### config.mk
export PLATFORM = sky130hd
export DESIGN_NAME = flit_packetizer_flat
export DESIGN_NICKNAME = d
export VERILOG_FILES = /design/src/rtl/flit_packetizer_if.sv /design/src/rtl/flit_packetizer.sv /design/src/flat_wrapper.sv
export SDC_FILE = /design/constraint.sdc
export NUM_CORES = 1
export LEC_CHECK = 0
export ABC_AREA = 1
export ABC_CLOCK_PERIOD_IN_PS = 7200
export CORE_ASPECT_RATIO = 0.9
export CORE_MARGIN = 2
export CORE_UTILIZATION = 45
export DETAILED_ROUTE_END_ITERATION = 6
export PLACE_DENSITY = 0.79
export SLEW_MARGIN = 0
export SYNTH_ARGS = -nofsm -noshare
export SYNTH_HDL_FRONTEND = slang
export SYNTH_SLANG_ARGS = --single-unit
export TNS_END_PERCENT = 50
### constraint.sdc
create_clock -name CLK -period 7.2 [get_ports CLK]
set_input_delay 2.16 -clock CLK [delete_from_list [all_inputs] [get_ports CLK]]
set_output_delay 2.16 -clock CLK [all_outputs]
set_load 0.01 [all_outputs]
### src/rtl/flit_packetizer_if.sv
// Message-in / flit-out bundle for the flit packetizer.
// master = packetizer side, slave = device/network side.
interface flit_packetizer_if #(
  parameter int FLIT_DATA_WIDTH = 32,
  parameter int DEST_BITS       = 2,
  parameter int VC_BITS         = 1,
  parameter int MAX_FLITS       = 4
);
  localparam int LEN_BITS   = $clog2(MAX_FLITS);
  localparam int MSG_WIDTH  = MAX_FLITS * FLIT_DATA_WIDTH;
  localparam int FLIT_WIDTH = 2 + DEST_BITS + VC_BITS + FLIT_DATA_WIDTH;

  logic [MSG_WIDTH-1:0]  msg_data;
  logic [DEST_BITS-1:0]  msg_dest;
  logic [LEN_BITS-1:0]   msg_len;
  logic                  msg_valid;
  logic                  msg_ready;
  logic [FLIT_WIDTH-1:0] put_flit;
  logic                  put_flit_valid;
  logic                  put_flit_ready;
  logic                  busy;
  logic [15:0]           pkts_sent;

  modport master (
    input  msg_data, msg_dest, msg_len, msg_valid,
    input  put_flit_ready,
    output msg_ready, put_flit, put_flit_valid,
    output busy, pkts_sent
  );

  modport slave (
    output msg_data, msg_dest, msg_len, msg_valid,
    output put_flit_ready,
    input  msg_ready, put_flit, put_flit_valid,
    input  busy, pkts_sent
  );
endinterface

### src/rtl/flit_packetizer.sv
// Splits one wide device message into 1..MAX_FLITS flits
// with valid/tail/dest/vc stamped on each, all outputs registered.
module flit_packetizer #(
  parameter int FLIT_DATA_WIDTH = 32,
  parameter int DEST_BITS       = 2,
  parameter int VC_BITS         = 1,
  parameter int MAX_FLITS       = 4,
  parameter     DEVICE_TYPE     = "MASTER"
) (
  input logic               CLK,
  input logic               RST,
  flit_packetizer_if.master bus
);
  localparam int LEN_BITS   = $clog2(MAX_FLITS);
  localparam int FLIT_WIDTH = 2 + DEST_BITS + VC_BITS + FLIT_DATA_WIDTH;
  localparam logic [VC_BITS-1:0] VC =
    (DEVICE_TYPE == "MASTER") ? VC_BITS'(1) : '0;

  typedef enum logic {IDLE, SEND} state_t;

  state_t                     state;
  logic [LEN_BITS-1:0]        beat;
  logic [LEN_BITS-1:0]        len_q;
  logic [DEST_BITS-1:0]       dest_q;
  logic [FLIT_DATA_WIDTH-1:0] words [MAX_FLITS];
  logic [15:0]                pkts_q;
  logic                       valid_q;
  logic                       ready_q;
  logic                       busy_q;
  logic [FLIT_WIDTH-1:0]      flit_q;
  logic [LEN_BITS-1:0]        nxt;
  logic                       tail;

  assign nxt  = beat + LEN_BITS'(1);
  assign tail = (beat == len_q);

  function automatic logic [FLIT_WIDTH-1:0] mk_flit(
    input logic                       t,
    input logic [DEST_BITS-1:0]       d,
    input logic [FLIT_DATA_WIDTH-1:0] p
  );
    return {1'b1, t, d, VC, p};
  endfunction

  always_ff @(posedge CLK or posedge RST) begin
    if (RST) begin
      state   <= IDLE;
      beat    <= '0;
      len_q   <= '0;
      dest_q  <= '0;
      pkts_q  <= '0;
      valid_q <= 1'b0;
      ready_q <= 1'b1;
      busy_q  <= 1'b0;
      flit_q  <= '0;
      for (int i = 0; i < MAX_FLITS; i++)
        words[i] <= '0;
    end else begin
      unique case (state)
        IDLE: begin
          if (bus.msg_valid) begin
            for (int i = 0; i < MAX_FLITS; i++)
              words[i] <= bus.msg_data[i*FLIT_DATA_WIDTH +: FLIT_DATA_WIDTH];
            len_q   <= bus.msg_len;
            dest_q  <= bus.msg_dest;
            beat    <= '0;
            state   <= SEND;
            ready_q <= 1'b0;
            busy_q  <= 1'b1;
            valid_q <= 1'b1;
            flit_q  <= mk_flit(bus.msg_len == '0, bus.msg_dest,
                               bus.msg_data[FLIT_DATA_WIDTH-1:0]);
          end
        end
        SEND: begin
          if (bus.put_flit_ready) begin
            if (tail) begin
              pkts_q  <= pkts_q + 16'd1;
              state   <= IDLE;
              ready_q <= 1'b1;
              busy_q  <= 1'b0;
              valid_q <= 1'b0;
              flit_q  <= '0;
            end else begin
              // Preload the next beat so the flit stays a plain register.
              beat   <= nxt;
              flit_q <= mk_flit(nxt == len_q, dest_q, words[nxt]);
            end
          end
        end
        default: state <= IDLE;
      endcase
    end
  end

  assign bus.msg_ready      = ready_q;
  assign bus.put_flit       = flit_q;
  assign bus.put_flit_valid = valid_q;
  assign bus.busy           = busy_q;
  assign bus.pkts_sent      = pkts_q;
endmodule

### src/flat_wrapper.sv
// flat-port wrapper written by rule: the top's interface ports become plain ports
module flit_packetizer_flat 
#(
  parameter int FLIT_DATA_WIDTH = 32,
  parameter int DEST_BITS       = 2,
  parameter int VC_BITS         = 1,
  parameter int MAX_FLITS       = 4,
  parameter     DEVICE_TYPE     = "      "
)
  (CLK, RST, bus_msg_data, bus_msg_dest, bus_msg_len, bus_msg_valid, bus_put_flit_ready, bus_msg_ready, bus_put_flit, bus_put_flit_valid, bus_busy, bus_pkts_sent);
  flit_packetizer_if #(.FLIT_DATA_WIDTH(FLIT_DATA_WIDTH), .DEST_BITS(DEST_BITS), .VC_BITS(VC_BITS), .MAX_FLITS(MAX_FLITS)) bus_i ();
  input logic CLK;
  input logic RST;
  input wire logic [$bits(bus_i.msg_data)-1:0] bus_msg_data;
  input wire logic [$bits(bus_i.msg_dest)-1:0] bus_msg_dest;
  input wire logic [$bits(bus_i.msg_len)-1:0] bus_msg_len;
  input wire logic [$bits(bus_i.msg_valid)-1:0] bus_msg_valid;
  input wire logic [$bits(bus_i.put_flit_ready)-1:0] bus_put_flit_ready;
  output wire logic [$bits(bus_i.msg_ready)-1:0] bus_msg_ready;
  output wire logic [$bits(bus_i.put_flit)-1:0] bus_put_flit;
  output wire logic [$bits(bus_i.put_flit_valid)-1:0] bus_put_flit_valid;
  output wire logic [$bits(bus_i.busy)-1:0] bus_busy;
  output wire logic [$bits(bus_i.pkts_sent)-1:0] bus_pkts_sent;
  assign bus_i.msg_data = bus_msg_data;
  assign bus_i.msg_dest = bus_msg_dest;
  assign bus_i.msg_len = bus_msg_len;
  assign bus_i.msg_valid = bus_msg_valid;
  assign bus_i.put_flit_ready = bus_put_flit_ready;
  assign bus_msg_ready = bus_i.msg_ready;
  assign bus_put_flit = bus_i.put_flit;
  assign bus_put_flit_valid = bus_i.put_flit_valid;
  assign bus_busy = bus_i.busy;
  assign bus_pkts_sent = bus_i.pkts_sent;
  flit_packetizer #(.FLIT_DATA_WIDTH(FLIT_DATA_WIDTH), .DEST_BITS(DEST_BITS), .VC_BITS(VC_BITS), .MAX_FLITS(MAX_FLITS), .DEVICE_TYPE(DEVICE_TYPE)) u_core (.CLK(CLK), .RST(RST), .bus(bus_i));
endmodule
# Yosys cells after proc, flatten, opt, wreduce, memory -nomap -nowiden
# Index checks and enable logic that the tools add are counted.
# Widths: inputs -> output; s select.
[totals] wordCells=52 out_inout_bits=56 input_bits=136 register_bits=190
[classes] eq_ne=6 n_reduce_logical=6 bitwise=2 addsub=2 n_mux=23 n_lt_le_gt_ge=1
[ops] cell="$mux 37" count=3
[ops] cell="$pmux 37 s2" count=1
[ops] cell="$bmux 32 s2" count=1
[ops] cell="$mux 32" count=2
[ops] cell="$add 16x1->16 const B" count=1
[ops] cell="$mux 1" count=9
[ops] cell="$reduce_and 3->1" count=3
[ops] cell="$ne 2x2->1 const B" count=4
[ops] cell="$mux 2" count=3
[ops] cell="$pmux 1 s2" count=3
[ops] cell="$eq 2x2->1" count=2
[ops] cell="$pmux 2 s2" count=1
[ops] cell="$reduce_and 2->1" count=2
[ops] cell="$ge 3x3->1 const B" count=1
[ops] cell="$not 2->3" count=1
[ops] cell="$add 2x1->2 const B" count=1
[ops] cell="$logic_not 2->1" count=1
[ops] cell="$not 1->1" count=1

# Logic depth before layout (Yosys ltp)
[logic_depth] ltp_word=8 ltp_mapped=9 mapped_depth_nobuf=9

# Worst setup path after synthesis
# Ideal clock, no wire load.
[synth_timing] path_type="input port to flip-flop" start="in bus_put_flit_ready" end="reg u_core.flit_q[10] (netlist: u_core.bus.put_flit[10])" n_path_buf=1 stages=5 required_time_ps=7123 setup_time_ps=77 path_slack_ps=4213 arrival_ps=2909 cell_sequence="nand2_1 > nand2_2 > buf_1 > nor2_1 > a21oi_1"
[synth_between] elab_chain_len=2
[synth_lines] element="start: declaration" line_no="flat_wrapper.sv:18" source="input wire logic [$bits(bus_i.put_flit_ready)-1:0] bus_put_flit_ready;"
[synth_lines] element="$ne 2x2->1 (no line)"
[synth_lines] element="$reduce_and 2->1 (no line)"
[synth_lines] element="end signal: assignment" line_no="flit_packetizer.sv:71" source="flit_q <= mk_flit(bus.msg_len == '0, bus.msg_dest,"
[synth_lines] element="end signal: assignment" line_no="flit_packetizer.sv:87" source="flit_q <= mk_flit(nxt == len_q, dest_q, words[nxt]);"
[synth_lines] element="end: declaration" line_no="flit_packetizer.sv:30" source="logic [FLIT_WIDTH-1:0] flit_q;"
# Every way passes these cells.
# A chain may end at the register's enable or synchronous reset.

# Worst setup path in the final report
[layout_timing] start="in bus_msg_valid" end="reg u_core.flit_q[33] (netlist: u_core.bus.put_flit[33])"
[layout_between] elab_chain_len=2
[layout_lines] element="start: declaration" line_no="flat_wrapper.sv:17" source="input wire logic [$bits(bus_i.msg_valid)-1:0] bus_msg_valid;"
[layout_lines] element="$ne 2x2->1 (no line)"
[layout_lines] element="$reduce_and 2->1 (no line)"
# Every way passes these cells.

==> results.rst <==
.. list-table::
   :header-rows: 1

   * - Metric
     - Value
   * - Slew @ Worst Pin
     - roughly 1.2 ns
   * - Total buffers and inverters traversed by the critical path
     - 2
   * - H-Tree Depth
     - 4
   * - Fraction of layout cells with a size suffix above 1
     - 0.0408
   * - Startpoint of the most critical hold path
     - u_core.words[77]$_DFFE_PP0P_
   * - Worst-skew pair later-pin latency
     - around 0.43 ns
   * - Most common cell in the netlist
     - sky130_fd_sc_hd__nand2_1
   * - # setup viols final
     - 0
   * - Startpoint type of the worst setup path
     - input pin
   * - Vias in the first global route
     - slightly above 7000
   * - Average size of a mapped cell
     - around 7.7 sq um
   * - Result of the run
     - complete, no violations
   * - PwrDens
     - a little over 400 nW/um^2
   * - Initial core utilization
     - 0.458
   * - CTS Root Buffer Type
     - sky130_fd_sc_hd__clkbuf_16
   * - Worst-case hold path end point
     - u_core.words[77]$_DFFE_PP0P_
   * - Cell type group with the largest total delay on the critical path
     - simple AND/OR/NAND/NOR gates
   * - Final-report max-slew violation count
     - 0
   * - Minimum clock period after layout
     - around 4.6 ns
   * - Summed negative setup slack over all endpoints
     - 0 ns
   * - DRC viols
     - 0
   * - Count of antenna-violating nets left after detailed routing
     - 0
   * - HPWL reported at the end of detailed placement
     - between 10 and 15 mm
   * - Fin Hold WS
     - between 0.4 and 0.5 ns
   * - Max-Cap Viols
     - 0
   * - Sort of element at the end of the critical path
     - register
   * - CP Data Arrival Time
     - between 4 and 5 ns
   * - Number of synthesis warnings
     - 0
   * - Worst reg2reg path depth
     - 7
   * - Die footprint
     - between 20000 and 25000 sq um
   * - CP max stage cell
     - sky130_fd_sc_hd__nand2_2
   * - Critical R2R Launch
     - u_core.beat[0]$_DFFE_PP0P_
   * - Leakage power summed over all cells
     - between 5 and 6 nW
   * - Maximum clock frequency
     - about 220 MHz
   * - Routability congestion estimate
     - around 0.8
   * - Worst Clk Skew
     - roughly 0.012 ns
   * - Reg2reg setup slack
     - ~4.1 ns
   * - First-pass GRT wire length
     - 36.0 mm
   * - Flip-flop and latch count after synthesis
     - between 150 and 200
   * - Syn Inst Count
     - 1134
   * - Height of the chip
     - between 100 and 150 um
   * - Vias per Instance
     - between 4 and 5
   * - TritonCTS clock tree
     - yes
   * - Endpoint required time on the critical path
     - about 7.5 ns
   * - Synth-to-layout area growth
     - 28.8%
   * - Worst slew margin
     - 0.220
   * - Setup bufs post-CTS
     - 0
   * - Clock sink count
     - approximately 190
   * - Width of the chip
     - 151 um
   * - Final wirelength
     - between 20 and 25 mm
   * - Unrepaired setup endpoints after global routing
     - no
   * - Highest fanout seen on the critical path
     - a little over 100
   * - Iteration-0 DRC count of the detailed router
     - 591
   * - Fraction of the cycle the final worst path needs
     - 0.633
   * - Post-synthesis net count
     - approximately 1300
   * - Number of distinct library cells after synthesis
     - 27
   * - Most area-consuming cells after synthesis
     - sky130_fd_sc_hd__dfrtp_1 (54%), sky130_fd_sc_hd__nand2_1 (20%), sky130_fd_sc_hd__o21ai_0 (7.1%), sky130_fd_sc_hd__a21oi_1 (3.7%), sky130_fd_sc_hd__nor2_1 (3.7%)
   * - Predominant post-synthesis flop cell
     - sky130_fd_sc_hd__dfrtp_1
   * - Crit Path Category
     - in -> reg
   * - Async set-or-reset flop fraction in the synthesized netlist
     - 1.00
   * - Worst hold path type
     - reg -> reg
   * - Count of standard-cell rows
     - 48
   * - Routed WL per cell
     - 14.5 um
   * - Total GRT Usage
     - 0.222
   * - Maximum number of pins on one net before global-route repair
     - about 150
   * - Vias post-DR
     - slightly below 8000
   * - Clock Path Buffers
     - 2
   * - Crit-path cells
     - clkdlybuf4s50_1, nand2_4, buf_4, nand2_2, nand3_1, nand3_1
   * - Number of instances resized during post-cts repair
     - 0
   * - Detailed Routing Iterations Pass 1
     - 5
   * - Most numerous cell on the critical path
     - sky130_fd_sc_hd__nand3_1
   * - Worst IR drop on VDD
     - 0.186 mV
   * - Number of top-level design ports
     - 192
   * - Worst path max stage delay
     - between 0.7 and 0.8 ns
   * - Number of nets at the end of the flow
     - approximately 1400
   * - Antenna diodes
     - 0
   * - TritonCTS Buffers
     - 17
   * - Most used standard cells in the synthesized netlist
     - sky130_fd_sc_hd__nand2_1 (465), sky130_fd_sc_hd__dfrtp_1 (188), sky130_fd_sc_hd__o21ai_0 (124)
   * - Final Hold Viols
     - 0
   * - Worst Hold Path Cells
     - 2
   * - RR Endpoint
     - u_core.bus.put_flit[1]$_DFFE_PP0P_
   * - Number of antenna violations at the first check in global routing
     - 0
   * - Number of hold-repair buffers added at the cts stage
     - 0
   * - Part of the Yosys area used for sequential elements
     - 0.541
   * - Count of flip-flops with a built-in enable after synthesis
     - 0
   * - Count of buffers from port buffering
     - 190
   * - Summed instance area of the synthesized netlist
     - around 8700 sq um
   * - Remaining Overflow, GRT
     - 0
   * - Most area-hungry cell type in the Yosys netlist
     - sky130_fd_sc_hd__dfrtp_1
   * - Floorplan core area
     - around 19000 sq um
   * - Post-synth top area share
     - 0.538
   * - Register clock-pin slew on the reported worst setup and hold paths
     - 0.06 ns
## where the power goes
part	internal [mW]	switching [mW]	leakage, nW
clock	0.484	0.397	0.267
sequential	1.55	0.308	2.33
combinational	0.740	1.07	2.71
## worst max path at each step
| stage | start | to | slack [ns] | cells after the start |
|---|---|---|---|---|
| CTS | bus_msg_valid | u_core.bus.put_flit[33]$_DFFE_PP0P_ | 2.71 | 6 |
| floorplan | RST | u_core.beat[0]$_DFFE_PP0P_ | 2.61 | 1 |
| finish | bus_msg_valid | u_core.bus.put_flit[33]$_DFFE_PP0P_ | 2.64 | 6 |
| detailed placement | bus_msg_valid | u_core.bus.put_flit[34]$_DFFE_PP0P_ | 2.30 | 6 |
| global route | bus_msg_valid | u_core.bus.put_flit[33]$_DFFE_PP0P_ | 2.47 | 6 |
| global placement | bus_msg_valid | u_core.bus.put_flit[35]$_DFFE_PP0P_ | 2.35 | 7 |
## registers in the layout, indices dropped and copies added (netlist names)
name / flops
u_core.bus.put_flit_valid: 1
u_core.beat: 2
u_core.bus.put_flit: 36
u_core.len_q: 2
u_core.dest_q: 2
u_core.bus.pkts_sent: 16
u_core.bus.msg_ready: 1
u_core.state: 1
u_core.words: 128
## routing by layer
metal | routed length [um] | up-vias | GRT usage | share of wire
li1 | - | 3823 | - | -
met1 | 10000 | 3617 | 0.318 | 0.45
met2 | 10700 | 261 | 0.351 | 0.48
met3 | 1510 | 14 | 0.0450 | 0.067
met4 | 163 | 0 | 0.0478 | 0.0073
met5 | 0 | - | 0 | 0
## cells in the final DEF (no fill, tap or decap), types with 2 or more instances in the layout
master / count
sky130_fd_sc_hd__nand2_1: 465
sky130_fd_sc_hd__clkdlybuf4s50_1: 190
sky130_fd_sc_hd__dfrtp_1: 187
sky130_fd_sc_hd__o21ai_0: 124
sky130_fd_sc_hd__nor2_1: 85
sky130_fd_sc_hd__inv_1: 83
sky130_fd_sc_hd__a21oi_1: 65
sky130_fd_sc_hd__o21ai_1: 23
sky130_fd_sc_hd__clkbuf_16: 17
sky130_fd_sc_hd__nand3_1: 8
sky130_fd_sc_hd__xor2_1: 6
sky130_fd_sc_hd__clkinv_2: 6
sky130_fd_sc_hd__inv_2: 5
sky130_fd_sc_hd__buf_4: 4
sky130_fd_sc_hd__nand2_4: 3
sky130_fd_sc_hd__inv_6: 3
sky130_fd_sc_hd__nand2_2: 3
sky130_fd_sc_hd__clkinvlp_4: 3
sky130_fd_sc_hd__clkbuf_1: 3
sky130_fd_sc_hd__nor2_4: 2
sky130_fd_sc_hd__nand4_1: 2
sky130_fd_sc_hd__nand3b_1: 2
## final cells by class
cell class | instances | area (sq um)
fillers | 1686 | 7830
flip-flops and latches | 189 | 4730
multi-input cells | 793 | 3370
repair buffers | 195 | 1950
clock buffers | 21 | 450
inverters | 91 | 353
well taps | 250 | 313
clock inverters | 11 | 92.6
## cells by family (layout without fill, tap and decap cells)
logic type	after synthesis	after routing	share of synthesized area
buffers and inverters	152	318	0.0747
XOR/XNOR	6	6	0.00601
AO/OA/AOI/OAI	214	214	0.123
flip-flops	189	189	0.541
AND/OR/NAND/NOR	571	571	0.253
other	1	1	0.000429
adder cells (fa/ha/maj)	1	1	0.00143
## tightest hold or removal path, delay by kind of cell (launching register included)
family           cells  cell delay [ns]
flip-flops           1             0.34
AND/OR/NAND/NOR      2             0.11
## metrics by stage
step	cell area (sq um)	utilization	power (mW)	instances	setup WS (ns)
floorplan	8750	-	3.02	1134	2.61
CTS	11300	0.590	4.59	1550	2.71
global placement	10700	0.561	3.61	1518	2.35
finish	11300	0.590	4.56	1550	2.64
detailed placement	10700	0.561	3.69	1518	2.30
global route	11300	0.590	4.92	1550	2.47
Note: power is estimated with default switching activity, not from simulation.
